## config.mk

```make
export PLATFORM = sky130hd
export DESIGN_NAME = range_stream_driver_flat
export DESIGN_NICKNAME = d
export VERILOG_FILES = /design/src/rtl/range_stream_driver_if.sv /design/src/rtl/range_stream_driver.sv /design/src/flat_wrapper.sv
export SDC_FILE = /design/constraint.sdc
export NUM_CORES = 1
export LEC_CHECK = 0
export ABC_AREA = 0
export CAP_MARGIN = 20
export CORE_ASPECT_RATIO = 1.75
export CORE_UTILIZATION = 66
export DETAILED_ROUTE_END_ITERATION = 10
export MAX_ROUTING_LAYER = met4
export PLACE_DENSITY = 0.85
export SKIP_CTS_REPAIR_TIMING = 1
export SYNTH_ARGS = -nofsm -noshare
export SYNTH_HDL_FRONTEND = slang
export SYNTH_SLANG_ARGS = --single-unit
```

## constraint.sdc

```tcl
create_clock -name clock -period 7.35 [get_ports clock]
set_input_delay 1.8375 -clock clock [delete_from_list [all_inputs] [get_ports clock]]
set_output_delay 1.8375 -clock clock [all_outputs]
set_load 0.02 [all_outputs]
```

## src/rtl/range_stream_driver_if.sv

```systemverilog
// Host-side and stream-side signals of the range stream driver, grouped as one bundle.
// The slave modport is the driver itself; the master modport is host/test logic.
interface range_stream_driver_if #(
  parameter int unsigned WIDTH = 8
) ();
  logic [WIDTH-1:0] wr_data;
  logic             wr_en;
  logic             start;
  logic             wr_full;
  logic             wr_drop;
  logic             busy;
  logic             done;
  logic [WIDTH-1:0] data_out;
  logic             go;
  logic             finish;
  logic [WIDTH-1:0] exp_range;

  modport slave (
    input  wr_data, wr_en, start,
    output wr_full, wr_drop, busy, done, data_out, go, finish, exp_range
  );

  modport master (
    output wr_data, wr_en, start,
    input  wr_full, wr_drop, busy, done, data_out, go, finish, exp_range
  );
endinterface

```

## src/rtl/range_stream_driver.sv

```systemverilog
// Buffers host samples and replays them as one go/finish framed stream, while
// tracking the frame's max-min so it can be compared with the receiver's range.
module range_stream_driver #(
  parameter int unsigned WIDTH = 8,
  parameter int unsigned DEPTH = 16
) (
  input logic                  clock,
  input logic                  reset,
  range_stream_driver_if.slave bus
);
  localparam int unsigned AW = $clog2(DEPTH);
  localparam int unsigned CW = AW + 1;
  localparam logic [CW-1:0] DepthC = CW'(DEPTH);
  localparam logic [CW-1:0] OneC   = CW'(1);
  localparam logic [CW-1:0] TwoC   = CW'(2);

  typedef enum logic [1:0] {StIdle, StSend, StGap} state_e;

  state_e           r_state, w_state_d;
  logic [CW-1:0]    r_cnt, w_cnt_d, w_cnt_wr;
  logic [CW-1:0]    r_idx, w_idx_d;
  logic [CW-1:0]    r_len, w_len_d;
  logic [WIDTH-1:0] r_max, w_max_d, r_min, w_min_d;
  logic [WIDTH-1:0] r_data_out, w_data_d;
  logic [WIDTH-1:0] r_exp_range, w_range_d;
  logic             r_go, w_go_d, r_finish, w_finish_d;
  logic             r_done, w_done_d, r_busy, w_busy_d;
  logic             r_wr_drop, w_drop_d;
  logic             w_wr_ok, w_idle, w_last_beat;
  logic [CW-1:0]    w_last;
  logic [AW-1:0]    w_sel;
  logic [WIDTH-1:0] w_sample, w_first;

  logic [WIDTH-1:0] r_buf [DEPTH];

  // The cycle showing done still counts as the gap: host traffic is refused until busy falls.
  assign w_idle      = (r_state == StIdle) && !r_busy;
  assign w_last      = r_cnt - OneC;
  assign w_sel       = (r_idx < w_last) ? r_idx[AW-1:0] : w_last[AW-1:0];
  assign w_sample    = r_buf[w_sel];
  assign w_first     = (r_cnt == '0) ? bus.wr_data : r_buf[0];
  assign w_last_beat = (r_idx == r_len - OneC);

  always_comb begin
    w_state_d  = r_state;
    w_cnt_wr   = r_cnt;
    w_wr_ok    = 1'b0;
    w_idx_d    = r_idx;
    w_len_d    = r_len;
    w_max_d    = r_max;
    w_min_d    = r_min;
    w_drop_d   = r_wr_drop;
    w_data_d   = '0;
    w_go_d     = 1'b0;
    w_finish_d = 1'b0;
    w_done_d   = 1'b0;
    w_busy_d   = 1'b0;
    w_range_d  = r_exp_range;

    if (bus.wr_en) begin
      if (w_idle && (r_cnt != DepthC)) begin
        w_wr_ok  = 1'b1;
        w_cnt_wr = r_cnt + OneC;
      end else begin
        w_drop_d = 1'b1;
      end
    end
    w_cnt_d = w_cnt_wr;

    unique case (r_state)
      StIdle: begin
        if (bus.start && w_idle && (w_cnt_wr != '0)) begin
          w_state_d = StSend;
          w_drop_d  = 1'b0;
          // A lone sample is stretched to two beats so go and finish never coincide.
          w_len_d   = (w_cnt_wr < TwoC) ? TwoC : w_cnt_wr;
          w_idx_d   = '0;
          w_max_d   = w_first;
          w_min_d   = w_first;
        end
      end
      StSend: begin
        w_busy_d   = 1'b1;
        w_data_d   = w_sample;
        w_go_d     = (r_idx == '0);
        w_finish_d = w_last_beat;
        w_max_d    = (w_sample > r_max) ? w_sample : r_max;
        w_min_d    = (w_sample < r_min) ? w_sample : r_min;
        w_idx_d    = r_idx + OneC;
        if (w_last_beat) w_state_d = StGap;
      end
      StGap: begin
        w_busy_d  = 1'b1;
        w_done_d  = 1'b1;
        w_range_d = r_max - r_min;
        w_cnt_d   = '0;
        w_state_d = StIdle;
      end
      default: w_state_d = StIdle;
    endcase
  end

  always_ff @(posedge clock or posedge reset) begin
    if (reset) begin
      r_state     <= StIdle;
      r_cnt       <= '0;
      r_idx       <= '0;
      r_len       <= '0;
      r_max       <= '0;
      r_min       <= '0;
      r_data_out  <= '0;
      r_exp_range <= '0;
      r_go        <= 1'b0;
      r_finish    <= 1'b0;
      r_done      <= 1'b0;
      r_busy      <= 1'b0;
      r_wr_drop   <= 1'b0;
    end else begin
      r_state     <= w_state_d;
      r_cnt       <= w_cnt_d;
      r_idx       <= w_idx_d;
      r_len       <= w_len_d;
      r_max       <= w_max_d;
      r_min       <= w_min_d;
      r_data_out  <= w_data_d;
      r_exp_range <= w_range_d;
      r_go        <= w_go_d;
      r_finish    <= w_finish_d;
      r_done      <= w_done_d;
      r_busy      <= w_busy_d;
      r_wr_drop   <= w_drop_d;
    end
  end

  // Sample storage is deliberately unreset; r_cnt alone marks which entries are valid.
  always_ff @(posedge clock) begin
    if (w_wr_ok) r_buf[r_cnt[AW-1:0]] <= bus.wr_data;
  end

  assign bus.wr_full   = (r_cnt == DepthC);
  assign bus.wr_drop   = r_wr_drop;
  assign bus.busy      = r_busy;
  assign bus.done      = r_done;
  assign bus.data_out  = r_data_out;
  assign bus.go        = r_go;
  assign bus.finish    = r_finish;
  assign bus.exp_range = r_exp_range;
endmodule

```

## src/flat_wrapper.sv

```systemverilog
// flat-port wrapper written by rule: the top's interface ports become plain ports
module range_stream_driver_flat 
#(
  parameter int unsigned WIDTH = 8,
  parameter int unsigned DEPTH = 16
)
  (clock, reset, bus_wr_data, bus_wr_en, bus_start, bus_wr_full, bus_wr_drop, bus_busy, bus_done, bus_data_out, bus_go, bus_finish, bus_exp_range);
  range_stream_driver_if #(.WIDTH(WIDTH)) bus_i ();
  input logic clock;
  input logic reset;
  input wire logic [$bits(bus_i.wr_data)-1:0] bus_wr_data;
  input wire logic [$bits(bus_i.wr_en)-1:0] bus_wr_en;
  input wire logic [$bits(bus_i.start)-1:0] bus_start;
  output wire logic [$bits(bus_i.wr_full)-1:0] bus_wr_full;
  output wire logic [$bits(bus_i.wr_drop)-1:0] bus_wr_drop;
  output wire logic [$bits(bus_i.busy)-1:0] bus_busy;
  output wire logic [$bits(bus_i.done)-1:0] bus_done;
  output wire logic [$bits(bus_i.data_out)-1:0] bus_data_out;
  output wire logic [$bits(bus_i.go)-1:0] bus_go;
  output wire logic [$bits(bus_i.finish)-1:0] bus_finish;
  output wire logic [$bits(bus_i.exp_range)-1:0] bus_exp_range;
  assign bus_i.wr_data = bus_wr_data;
  assign bus_i.wr_en = bus_wr_en;
  assign bus_i.start = bus_start;
  assign bus_wr_full = bus_i.wr_full;
  assign bus_wr_drop = bus_i.wr_drop;
  assign bus_busy = bus_i.busy;
  assign bus_done = bus_i.done;
  assign bus_data_out = bus_i.data_out;
  assign bus_go = bus_i.go;
  assign bus_finish = bus_i.finish;
  assign bus_exp_range = bus_i.exp_range;
  range_stream_driver #(.WIDTH(WIDTH), .DEPTH(DEPTH)) u_core (.clock(clock), .reset(reset), .bus(bus_i));
endmodule
```

==> flow_summary.toml <==
[worst_setup_path]
slowest_stage = "or3_1"
path_cells = "inv_1 > ha_1 > xor2_1 > inv_1 > ha_1 > a21o_1 > nor4_1 > or3_1 > o211ai_2 > and3_1 > o21ai_0 > a32o_1 > ha_1 > a21o_1 > a21o_1 > a21oi_1 > nand4_1 > o21ai_4 > mux2_2"
critPathKind = "flop to flop"
crit_required_ps = 7670
startpoint_type = "flop"
critical_path.max_fanout = 16
max_stage_delay_ps = 750
cp-end-kind = "flop"
critPathArrivalTime_ps = 6590

[placed_design]
place_hpwl_mm = 14.7
io_buffers = 33
place_area_sq_um = 9290
dp_cells = 884
place.gp.congestion = 0.959

[clock_tree]
numClockSinks = 182
clock_latency_ps = 440
cts_inserted_buffers = 17
cts_tree = "done"
clk_pin_slew_worst_paths_ps = 80
cts_max_level = 4
cts_buffer_depth = 2
cts-root-buf = "clkbuf_16"

[global_routing]
grt_pass1_wl_mm = 33.2
antenna_found_initial = 0
grt_usage_pct = 34.6
grt_pass1_vias = 6153
grt_max_degree = 55
gr-total-overflow = 0

[drt]
first_pass_iters = 8
antenna_left = 0
via_count = 6015
vias_per_cell = 6.56
drt_iter0_markers = 707
drc = 0
wl_mm = 21.4
drt-wirelength-per-cell_um = 23.4

[final_layout]
final_cell_mix = "edfxtp_1 (128), dfrtp_1 (54), nor2_1 (49), nand2_1 (44), ha_1 (36)"
area_growth_syn_to_layout_pct = 12.4
final_area_sq_um = 9930
n_antenna_cell = 0
drive_above_1_share_pct = 13.7
final_common_cell = "edfxtp_1"
fin_cells = 917
fill_cells = 778
nets = 782

[timing]
finClkSkew_ps = 13.9
fin_crit_ps = 6270
slew_viol_final = 0
relSlewSlack_pct = 32.1
setup_viol = 0
timing.final.crit_share_pct = 85.3
rsz0062_at_grt = "no"
fmax_mhz = 159
finalSetupTns_ps = 0
finalHoldViolations = 0
tightest_slew_ps = 1010

[flow_run]
cap_violations = 0

[floorplanning]
start_util_pct = 67.9
fp-row-count = 55
dieArea_sq_um = 13900
boundaryPins = 34
fp.dieH_um = 155
die_w_um = 89.5
fp.coreArea_sq_um = 13000

[logic_synthesis]
synth_cells = 700
yosysWarnings = 0
avgSynthCellArea_sq_um = 12.6
synth_edf_count = 128
syn_area_sq_um = 8840
synth_nets = 749
synth_flop_cell = "edfxtp_1"
yosys_register_bits = 182
async_flop_share_pct = 29.7
yosysUniqueCellTypes = 57
yosysSeqAreaShare_pct = 58.8

[worst_hold_path]
holdCritPathClass = "flop to flop"

[status]
outcome = "complete, no violations"
cells in the mapped netlist, drive strengths merged, types with 14 or more instances:
cell    number  area share, %
mux2i       32            3.6
a21oi       34            2.0
ha          36            5.1
edfxtp     128             44
dfrtp       54             15
nand2       45            1.9
buf         21            1.8
o211ai      16            1.9
mux2        38            4.9
xor2        14            1.4
inv         32            1.4
nand3       33            1.9
and3        17            1.2
nor2        49            2.1
o21ai       21            1.3
final cells by class:
cell class,instances,area [sq um],area share [%]
timing repair buffer,48,443,4.46
clock buffer,17,425,4.28
sequential,182,5190,52.3
clock inverter,15,208,2.09
tap,171,214,2.15
inverter,32,120,1.21
multi-input combinational,452,3330,33.5
routing by layer:
layer | routed length (um) | track usage [%]
met3 | 1370 | 5.68
met1 | 7370 | 38.1
met4 | 1310 | 20.9
met5 | 0 | -
met2 | 11400 | 57.7
cells by family (layout without fill, tap and decap cells):
family | Yosys count | after routing | synth area share, %
adders and majority gates | 37 | 37 | 5.32
and+or+nand+nor | 194 | 194 | 10.7
xor gates and xnor gates | 25 | 25 | 2.48
buffers and inverters | 66 | 112 | 3.67
AOI/OAI and AO/OA | 126 | 126 | 10.5
DFF | 182 | 182 | 58.8
muxes | 70 | 70 | 8.55
flip-flops by register name, indices dropped and copies added, names as in the netlist:
signal / cells
u_core.bus.wr_drop: 1
u_core.r_len: 5
u_core.r_max: 8
u_core.bus.go: 1
u_core.bus.done: 1
u_core.r_buf: 128
u_core.bus.busy: 1
u_core.bus.data_out: 8
u_core.r_idx: 5
u_core.r_state: 2
u_core.r_min: 8
u_core.bus.finish: 1
u_core.r_cnt: 5
u_core.bus.exp_range: 8
worst paths after layout:
kind / from / end / slack (ps) / cells after the start
worst max-delay path: u_core.r_cnt[0]$_DFF_PP0_ / u_core.r_min[1]$_DFFE_PP0P_ / 1080 / 19
worst min-delay path: u_core.bus.exp_range[3]$_DFFE_PP0P_ / u_core.bus.exp_range[3]$_DFFE_PP0P_ / 520 / 1
worst max register to register: u_core.r_cnt[0]$_DFF_PP0_ / u_core.r_min[1]$_DFFE_PP0P_ / 1080 / 19
worst min register to register: u_core.bus.exp_range[3]$_DFFE_PP0P_ / u_core.bus.exp_range[3]$_DFFE_PP0P_ / 520 / 1
max in group asynchronous: reset / u_core.bus.data_out[5]$_DFF_PP0_ / 4990 / 3
min in group asynchronous: reset / u_core.r_idx[1]$_DFFE_PP0P_ / 1900 / 3
critical path: cells and delay by family (launching register included):
family                   cells  cell delay (ps)
AO/OA/AOI/OAI                8             2020
AND/OR/NAND/NOR              4             1700
adder cells (fa/ha/maj)      3              940
flip-flops                   1              530
multiplexers                 1              390
buffers and inverters        2              290
XOR/XNOR                     1              280
stage by stage:
step	hold slack, ps	setup WS, ps	utilization, %
after global placement	479	1460	71.4
after CTS	517	1150	76.3
after global routing	534	840	76.4
after detailed placement	499	1260	71.4
after floorplan	481	2390	-
final	522	1080	76.4
Power is not shown: default switching activity piles up to over one toggle a cycle in this logic, so the estimate is an artifact.
